[src/rtl/sobel_line_ctrl_if.sv]
// Pixel handshake and line-buffer/kernel signals between the Sobel controller
// and its datapath. The controller side uses the master modport.
interface sobel_line_ctrl_if #(
    parameter int COL_W = 10
);
    // A pixel moves on every clock edge where pix_valid and pix_ready are both
    // high. The source holds the pixel while pix_ready is low, and pix_valid
    // during that time has no effect.
    logic             pix_valid;
    logic             pix_ready;
    logic [2:0]       w_en;
    logic [COL_W-1:0] wr_addr;
    logic [1:0]       top_line;
    logic             win_valid;
    logic [COL_W-1:0] win_col;

    modport master (
        input  pix_valid,
        output pix_ready, w_en, wr_addr, top_line, win_valid, win_col
    );

    modport slave (
        output pix_valid,
        input  pix_ready, w_en, wr_addr, top_line, win_valid, win_col
    );
endinterface

[src/rtl/sobel_line_ctrl.sv]
// Frame sequencer for the Sobel datapath. It steps rows across three line
// buffers and flags each complete 3x3 window. led shows the FSM state.
module sobel_line_ctrl #(
    parameter int IMG_W = 640,
    parameter int IMG_H = 480,
    parameter int COL_W = 10,
    parameter int ROW_W = 9
) (
    input  logic                clk,
    input  logic                rst,
    input  logic                start,
    input  logic [2:0]          sel,
    sobel_line_ctrl_if.master   px,
    output logic [1:0]          ch_sel,
    output logic                busy,
    output logic                done,
    output logic [2:0]          led
);
    typedef enum logic [1:0] {S_IDLE, S_FILL, S_RUN, S_DONE} state_t;

    localparam logic [COL_W-1:0] COL_LAST = COL_W'(IMG_W - 1);
    localparam logic [ROW_W-1:0] ROW_LAST = ROW_W'(IMG_H - 1);

    state_t           state_q, state_d;
    logic [ROW_W-1:0] row_q, row_d;
    logic [COL_W-1:0] col_q, col_d;
    logic [1:0]       line_q, line_d;
    logic [1:0]       ch_q, ch_d;
    logic             winv_q, winv_d;
    logic [COL_W-1:0] wincol_q, wincol_d;
    logic             xfer;

    assign busy         = (state_q == S_FILL) || (state_q == S_RUN);
    // Gated by rst so that no pixel is taken in the cycle reset is applied.
    assign px.pix_ready = busy && !rst;
    assign xfer         = px.pix_valid && px.pix_ready;
    assign px.w_en      = xfer ? (3'b001 << line_q) : 3'b000;
    assign px.wr_addr   = col_q;
    assign px.top_line  = (line_q == 2'd2) ? 2'd0 : line_q + 2'd1;
    assign px.win_valid = winv_q;
    assign px.win_col   = wincol_q;
    assign ch_sel       = ch_q;
    assign done         = (state_q == S_DONE);

    always_comb begin
        state_d  = state_q;
        row_d    = row_q;
        col_d    = col_q;
        line_d   = line_q;
        ch_d     = ch_q;
        winv_d   = 1'b0;
        wincol_d = wincol_q;
        led      = 3'b001;
        case (state_q)
            S_IDLE: begin
                led = 3'b001;
                if (start && (sel != 3'b000)) begin
                    ch_d    = sel[0] ? 2'd0 : (sel[1] ? 2'd1 : 2'd2);
                    row_d   = '0;
                    col_d   = '0;
                    line_d  = 2'd0;
                    state_d = S_FILL;
                end
            end
            S_FILL, S_RUN: begin
                led = (state_q == S_FILL) ? 3'b010 : 3'b100;
                if (xfer) begin
                    if ((state_q == S_RUN) && (col_q >= COL_W'(2))) begin
                        winv_d   = 1'b1;
                        wincol_d = col_q;
                    end
                    if (col_q == COL_LAST) begin
                        col_d  = '0;
                        line_d = (line_q == 2'd2) ? 2'd0 : line_q + 2'd1;
                        // The last row wraps to 0 rather than overflowing the counter.
                        if ((state_q == S_RUN) && (row_q == ROW_LAST)) begin
                            row_d   = '0;
                            state_d = S_DONE;
                        end else begin
                            row_d = row_q + ROW_W'(1);
                            if ((state_q == S_FILL) && (row_q == ROW_W'(1))) begin
                                state_d = S_RUN;
                            end
                        end
                    end else begin
                        col_d = col_q + COL_W'(1);
                    end
                end
            end
            S_DONE: begin
                led     = 3'b111;
                state_d = S_IDLE;
            end
            default: state_d = S_IDLE;
        endcase
    end

    always_ff @(posedge clk) begin
        if (rst) begin
            state_q  <= S_IDLE;
            row_q    <= '0;
            col_q    <= '0;
            line_q   <= 2'd0;
            ch_q     <= 2'd0;
            winv_q   <= 1'b0;
            wincol_q <= '0;
        end else begin
            state_q  <= state_d;
            row_q    <= row_d;
            col_q    <= col_d;
            line_q   <= line_d;
            ch_q     <= ch_d;
            winv_q   <= winv_d;
            wincol_q <= wincol_d;
        end
    end
endmodule
[src/flat_wrapper.sv]
// flat-port wrapper written by rule: the top's interface ports become plain ports
module sobel_line_ctrl_flat 
#(
    parameter int IMG_W = 640,
    parameter int IMG_H = 480,
    parameter int COL_W = 10,
    parameter int ROW_W = 9
)
  (clk, rst, start, sel, ch_sel, busy, done, led, px_pix_valid, px_pix_ready, px_w_en, px_wr_addr, px_top_line, px_win_valid, px_win_col);
  sobel_line_ctrl_if #(.COL_W(COL_W)) px_i ();
  input  logic clk;
  input  logic rst;
  input  logic start;
  input  logic [2:0] sel;
  output logic [1:0] ch_sel;
  output logic busy;
  output logic done;
  output logic [2:0] led;
  input wire logic [$bits(px_i.pix_valid)-1:0] px_pix_valid;
  output wire logic [$bits(px_i.pix_ready)-1:0] px_pix_ready;
  output wire logic [$bits(px_i.w_en)-1:0] px_w_en;
  output wire logic [$bits(px_i.wr_addr)-1:0] px_wr_addr;
  output wire logic [$bits(px_i.top_line)-1:0] px_top_line;
  output wire logic [$bits(px_i.win_valid)-1:0] px_win_valid;
  output wire logic [$bits(px_i.win_col)-1:0] px_win_col;
  assign px_i.pix_valid = px_pix_valid;
  assign px_pix_ready = px_i.pix_ready;
  assign px_w_en = px_i.w_en;
  assign px_wr_addr = px_i.wr_addr;
  assign px_top_line = px_i.top_line;
  assign px_win_valid = px_i.win_valid;
  assign px_win_col = px_i.win_col;
  sobel_line_ctrl #(.IMG_W(IMG_W), .IMG_H(IMG_H), .COL_W(COL_W), .ROW_W(ROW_W)) u_core (.clk(clk), .rst(rst), .start(start), .sel(sel), .px(px_i), .ch_sel(ch_sel), .busy(busy), .done(done), .led(led));
endmodule
[config.mk]
export PLATFORM = sky130hd
export DESIGN_NAME = sobel_line_ctrl_flat
export DESIGN_NICKNAME = d
export VERILOG_FILES = /design/src/rtl/sobel_line_ctrl_if.sv /design/src/rtl/sobel_line_ctrl.sv /design/src/flat_wrapper.sv
export SDC_FILE = /design/constraint.sdc
export NUM_CORES = 1
export LEC_CHECK = 0
export CAP_MARGIN = 25
export CORE_MARGIN = 8
export CORE_UTILIZATION = 45
export CTS_BUF_LIST = sky130_fd_sc_hd__clkbuf_8
export CTS_CLUSTER_DIAMETER = 120
export CTS_CLUSTER_SIZE = 30
export DETAILED_ROUTE_END_ITERATION = 12
export GPL_ROUTABILITY_DRIVEN = 0
export PLACE_DENSITY = 0.86
export SLEW_MARGIN = 5
export SYNTH_ARGS = -nofsm -noshare
export SYNTH_HDL_FRONTEND = slang
export SYNTH_SLANG_ARGS = --single-unit
[constraint.sdc]
create_clock -name clk -period 1.9 [get_ports clk]
set_clock_uncertainty 0.1 [all_clocks]
set_input_delay 0.285 -clock clk [delete_from_list [all_inputs] [get_ports clk]]
set_output_delay 0.285 -clock clk [all_outputs]
set_load 0.05 [all_outputs]
# --- Word-level counts from Yosys, hierarchy flattened ---
# Cells that the tools add are included.
word_totals:
  regBits: 36
  latchBits: 0
  ramBits: 0
  mem_bits_ro: 0
  in_bits: 7
  out_inout_bits: 34
  elab_cells: 69
  memories: 0
classes:
  addsub: 3
  multipliers: 0
  n_div: 0
  magnitude_cmp: 1
  eq_ne: 11
  shift: 1
  muxes: 26
  bitwise_logic: 2
  reduce_logical: 18
ops:
  columns: ["op", "count"]
  rows:
  - ["two-way mux 9 bit", 4]
  - ["two-way mux 10 bit", 3]
  - ["two-way mux 2 bit", 11]
  - ["one-hot mux 10 bit (2 select lines)", 1]
  - ["one-hot mux 9 bit (2 select lines)", 1]
  - ["adder 10 x 1 -> 10 bit (second input constant)", 1]
  - ["== test 10 bit (second input constant)", 1]
  - [">= comparator 10 x 2 -> 1 bit (second input constant)", 1]
  - ["adder 9 x 1 -> 9 bit (second input constant)", 1]
  - ["== test 9 x 1 -> 1 bit (second input constant)", 1]
  - ["== test 9 bit (second input constant)", 1]
  - ["one-hot mux 3 bit (3 select lines)", 1]
  - ["AND reduction 4 bit", 2]
  - ["== test 2 bit (second input constant)", 3]
  - ["logical AND 1 bit", 6]
  - ["two-way mux 3 bit", 2]
  - ["!= test 2 x 1 -> 1 bit (second input constant)", 3]
  - ["one-hot mux 2 bit (3 select lines)", 1]
  - ["AND reduction 3 bit", 2]
  - ["one-hot mux 2 bit (2 select lines)", 1]
  - ["!= test 3 x 1 -> 1 bit (second input constant)", 1]
  - ["nonzero test 3 bit", 1]
  - ["OR reduction 3 bit", 1]
  - ["left shift 1 x 2 -> 3 bit (first input constant)", 1]
  - ["other kinds (10)", 11]

# --- Depth between registers and ports, before layout ---
depth:
  ltp_word: 7
  mapped_depth: 8
  depth_no_buf: 6

# --- Least setup slack after synthesis ---
# Ideal clock, no wire load.
synth_timing:
  path_kind: "flip-flop to output port"
  from: "register u_core.state_q[0]"
  to: "output port px_w_en[2]"
  arrival_time_ps: 3396
  t_required_ps: 1515
  slack_ps: -1881
  stages_incl_launch_ff: 6
  path_buffers: 0
  path_cell_list: "dfxtp_1 inv_1 ha_1 nor2b_1 nand2_1 nor3b_1"
synth_between:
  elab_chain_cells: 5
  elab_cells_between_ends: 6
  cone_classes: "eq/ne: 2; mux: 1; reduce/logical: 3"
synth_lines:
  columns: ["element", "line_no", "rtl"]
  rows:
  - ["from (decl)", "sobel_line_ctrl.sv:24", "state_t state_q, state_d;"]
  - ["from (signal assigned)", "sobel_line_ctrl.sv:108", "state_q <= state_d;"]
  - ["== test 2 x 1 -> 1 bit or == test 2 bit (tied branches)", "sobel_line_ctrl.sv:33", "assign busy = (state_q == S_FILL) || (state_q == S_RUN);"]
  - ["logical OR 1 bit *", "sobel_line_ctrl.sv:33", null]
  - ["via busy", "flat_wrapper.sv:16", "output logic busy;"]
  - ["logical AND 1 bit *", "sobel_line_ctrl.sv:35", "assign px.pix_ready = busy && !rst;"]
  - ["via px_pix_ready", "flat_wrapper.sv:20", "output wire logic [$bits(px_i.pix_ready)-1:0] px_pix_ready;"]
  - ["logical AND 1 bit *", "sobel_line_ctrl.sv:36", "assign xfer = px.pix_valid && px.pix_ready;"]
  - ["two-way mux 3 bit *", "sobel_line_ctrl.sv:37", "assign px.w_en = xfer ? (3'b001 << line_q) : 3'b000;"]
  - ["to (decl)", "flat_wrapper.sv:21", "output wire logic [$bits(px_i.w_en)-1:0] px_w_en;"]
# Mark *: on every way through the listed nets, which the timed path passes. The rest lies on a longest branch.

# --- Final worst setup path ---
layout_timing:
  from: "register u_core.state_q[0]"
  to: "output port px_w_en[2]"
layout_between:
  elab_chain_cells: 5
  elab_cells_between_ends: 6
  cone_classes: "eq/ne: 2; mux: 1; reduce/logical: 3"
layout_lines:
  columns: ["element", "line_no"]
  rows:
  - ["== test 2 x 1 -> 1 bit or == test 2 bit (tied branches)", "sobel_line_ctrl.sv:33"]
  - ["logical OR 1 bit *", "sobel_line_ctrl.sv:33"]
  - ["logical AND 1 bit *", "sobel_line_ctrl.sv:35"]
  - ["logical AND 1 bit *", "sobel_line_ctrl.sv:36"]
  - ["two-way mux 3 bit *", "sobel_line_ctrl.sv:37"]
# Every way passes the cells marked *; elsewhere a longest branch is shown, timed or not.

==> results_dict.tcl <==
set metrics [dict create \
    dieArea_sq_mm 0.00679 \
    setup_violations 36 \
    first_global_vias 2354 \
    grtUsageTotal_pct 22.2 \
    fin_cells 388 \
    clockBufferDepth 2 \
    path_clk_slew_ns 0.07 \
    syn_inst 237 \
    slew_violations 0 \
    cp_max_fo 3 \
    core_sq_mm 0.00429 \
    relSlewSlack_pct 65.5 \
    tns_ns -3.61 \
    hold_viol 0 \
    ys_seq_area_share_pct 36.3 \
    fin_nets 352 \
    hold_path.class "reg2reg" \
    synth_area_per_cell_sq_um 8.37 \
    synth_area_leaders "dfxtp_1, ha_1, a21oi_1" \
    grt_max_degree 29 \
    start_util_pct 46.2 \
    die_w_um 82.4 \
    die_y_um 82.4 \
    cts_tree "yes" \
    syn_area_sq_mm 0.00198 \
    dpl.hpwl_um 4600 \
    setup.worst_path.end_class "primary output" \
    period_minus_slack_ns 2.15 \
    fmax_ghz 0.466 \
    async_reset_ff_share_pct 0 \
    final_layout_size_suffix_gt1_share_pct 44.3 \
    outcome "complete, but fails checks" \
    cap_violations 0 \
    cts.sinks 36 \
    grt_pass1_wl_um 11700 \
    drt_drc_violations_left 0 \
    cts-buffers-inserted 5 \
    ir_drop_mv 0.814 \
    wl_per_cell_um 20.8 \
    drtIter0Drc 262 \
    cts_root_buffer "clkbuf_8" \
    ant_nets 0 \
    vias 2488 \
    diodes 0 \
    grt_setup_unrepaired "true" \
    netlist.top_cell.by_area "dfxtp_1" \
    layout_common_cells "buf_4, dfxtp_1, nor2_1" \
    start_kind "register" \
    post-route-period-util_pct 113 \
    final_common_cell "buf_4" \
    ys_ff_latch 36 \
    htree_levels 2 \
    clk_latency_ns 0.30 \
    powerDensity_mw_per_mm2 1370 \
    crit_required_ns 1.51 \
    synth_warnings 0 \
    synth_nets 254 \
    grt_overflow 0 \
    placed_area_sq_mm 0.00294 \
    ys.flop_type "dfxtp_1" \
    power_w 0.00455 \
    syn2layout_area_growth_pct 67.8 \
    yosys.cell_types.count 46 \
    dp.cells 366 \
    power.leakage_nw 1.23 \
    rows 24 \
    synth_edf_count 0 \
    antenna_found_initial 0 \
    design_area_sq_mm 0.00333 \
    totalWireLength_um 8070 \
    violations "setup timing" \
    firstDrtPassIters 7 \
    crit_type "reg2out" \
    holdWs_ns 0.381 \
    pin_count 41 \
    tightest_slew_ns 0.515 \
    critical_path_arrival_ns 1.76 \
    yosysTopAreaCellShare_pct 36.3 \
    layout_setup_ws_ns -0.248 \
    post_drt_via_cell_ratio 6.41 \
    io_buffers 40 \
]
[worst paths after layout]
kind | endpoint | slack [ns] | cells after the start | startpoint
worst min register to register | u_core.px.win_col[2]$_SDFFE_PP0P_ | 0.38 | 2 | u_core.px.win_col[2]$_SDFFE_PP0P_
worst max-delay path | px_w_en[2] | -0.25 | 8 | u_core.state_q[0]$_SDFFE_PP0P_
worst max register to register | u_core.row_q[0]$_SDFFE_PP0P_ | -0.19 | 6 | u_core.state_q[0]$_SDFFE_PP0P_
worst min-delay path | u_core.px.win_col[2]$_SDFFE_PP0P_ | 0.38 | 2 | u_core.px.win_col[2]$_SDFFE_PP0P_
[logic make-up (layout without fill, tap and decap cells)]
| family | after synthesis | count (layout) | share of synthesized area [%] |
|---|---|---|---|
| AND/OR/NAND/NOR | 96 | 96 | 26.7 |
| AO/OA/AOI/OAI | 63 | 64 | 21.1 |
| flip-flops | 36 | 36 | 36.3 |
| buffers and inverters | 23 | 121 | 4.92 |
| adder cells (fa/ha/maj) | 10 | 10 | 6.31 |
| multiplexers | 9 | 9 | 4.61 |
[synth_stat cells (2+ instances only)]
cell,instances
a211oi_1,3
a21oi_1,19
a221oi_1,2
a31oi_1,3
buf_2,3
clkbuf_1,7
dfxtp_1,36
ha_1,10
inv_1,11
mux2i_1,8
nand2_1,13
nand2b_1,5
nand3_1,8
nand4_1,11
nand4b_1,2
nor2_1,23
nor2b_1,3
nor3_1,7
nor4_1,6
o2111ai_1,2
o211ai_1,2
o21a_1,2
o21ai_0,14
o31a_1,4
o31ai_1,3
o41ai_1,2
or2_2,3
or3_1,2
or4_1,4
or4b_1,3
[metrics by stage]
| step | utilization (%) | setup slack [ns] |
|---|---|---|
| 3_5_place_dp | 68.5 | -0.461 |
| 5_1_grt | 77.5 | -0.290 |
| 2_1_floorplan | - | -0.331 |
| 3_3_place_gp | 68.5 | -0.383 |
| 4_1_cts | 74.5 | -0.216 |
| 6_report | 77.5 | -0.248 |
[repair_timing]
action,4_1_cts,5_1_grt
gates resized for setup,28,19
hold buffers,0,0
endpoints found under the setup margin,35,41
setup buffers,8,5
pin swaps,19,10
gates cloned,2,0
[area by class of cell]
class                   count  area (sq um)
well taps                  52          65.1
clock inverters             3          12.5
clock buffers               5          68.8
fillers                   249           966
multi-input cells         179          1410
inverters                  11          45.0
flip-flops and latches     36           738
repair buffers            102           990
[power breakdown]
group          internal [W]  total (W)  switching [W]
registers          0.000820   0.000871      0.0000508
clock network      0.000247   0.000530       0.000284
logic               0.00146    0.00315        0.00169
[layer usage]
metal | vias up | wire length, um | track usage (%)
met5 | - | 0 | 0
met3 | 41 | 707 | 5.41
met4 | 0 | 447 | 13.3
met1 | 1170 | 3090 | 25.2
met2 | 183 | 3830 | 36.9
li1 | 1094 | - | -
[state kept, by name, indices dropped and copies added, names as in the netlist]
signal	cells
u_core.px.win_col	10
u_core.row_q	9
u_core.px.win_valid	1
u_core.px.wr_addr	10
u_core.state_q	2
u_core.ch_sel	2
u_core.line_q	2
[critical path: stages, from the launching register on]
cell and delay (ns):
dfxtp_2 0.34, inv_2 0.05, ha_4 0.27, buf_8 0.10
nor2b_4 0.16, buf_6 0.12, nand2_4 0.06, nor3b_4 0.21
buf_12 0.16
(Power assumes the default switching activity.)
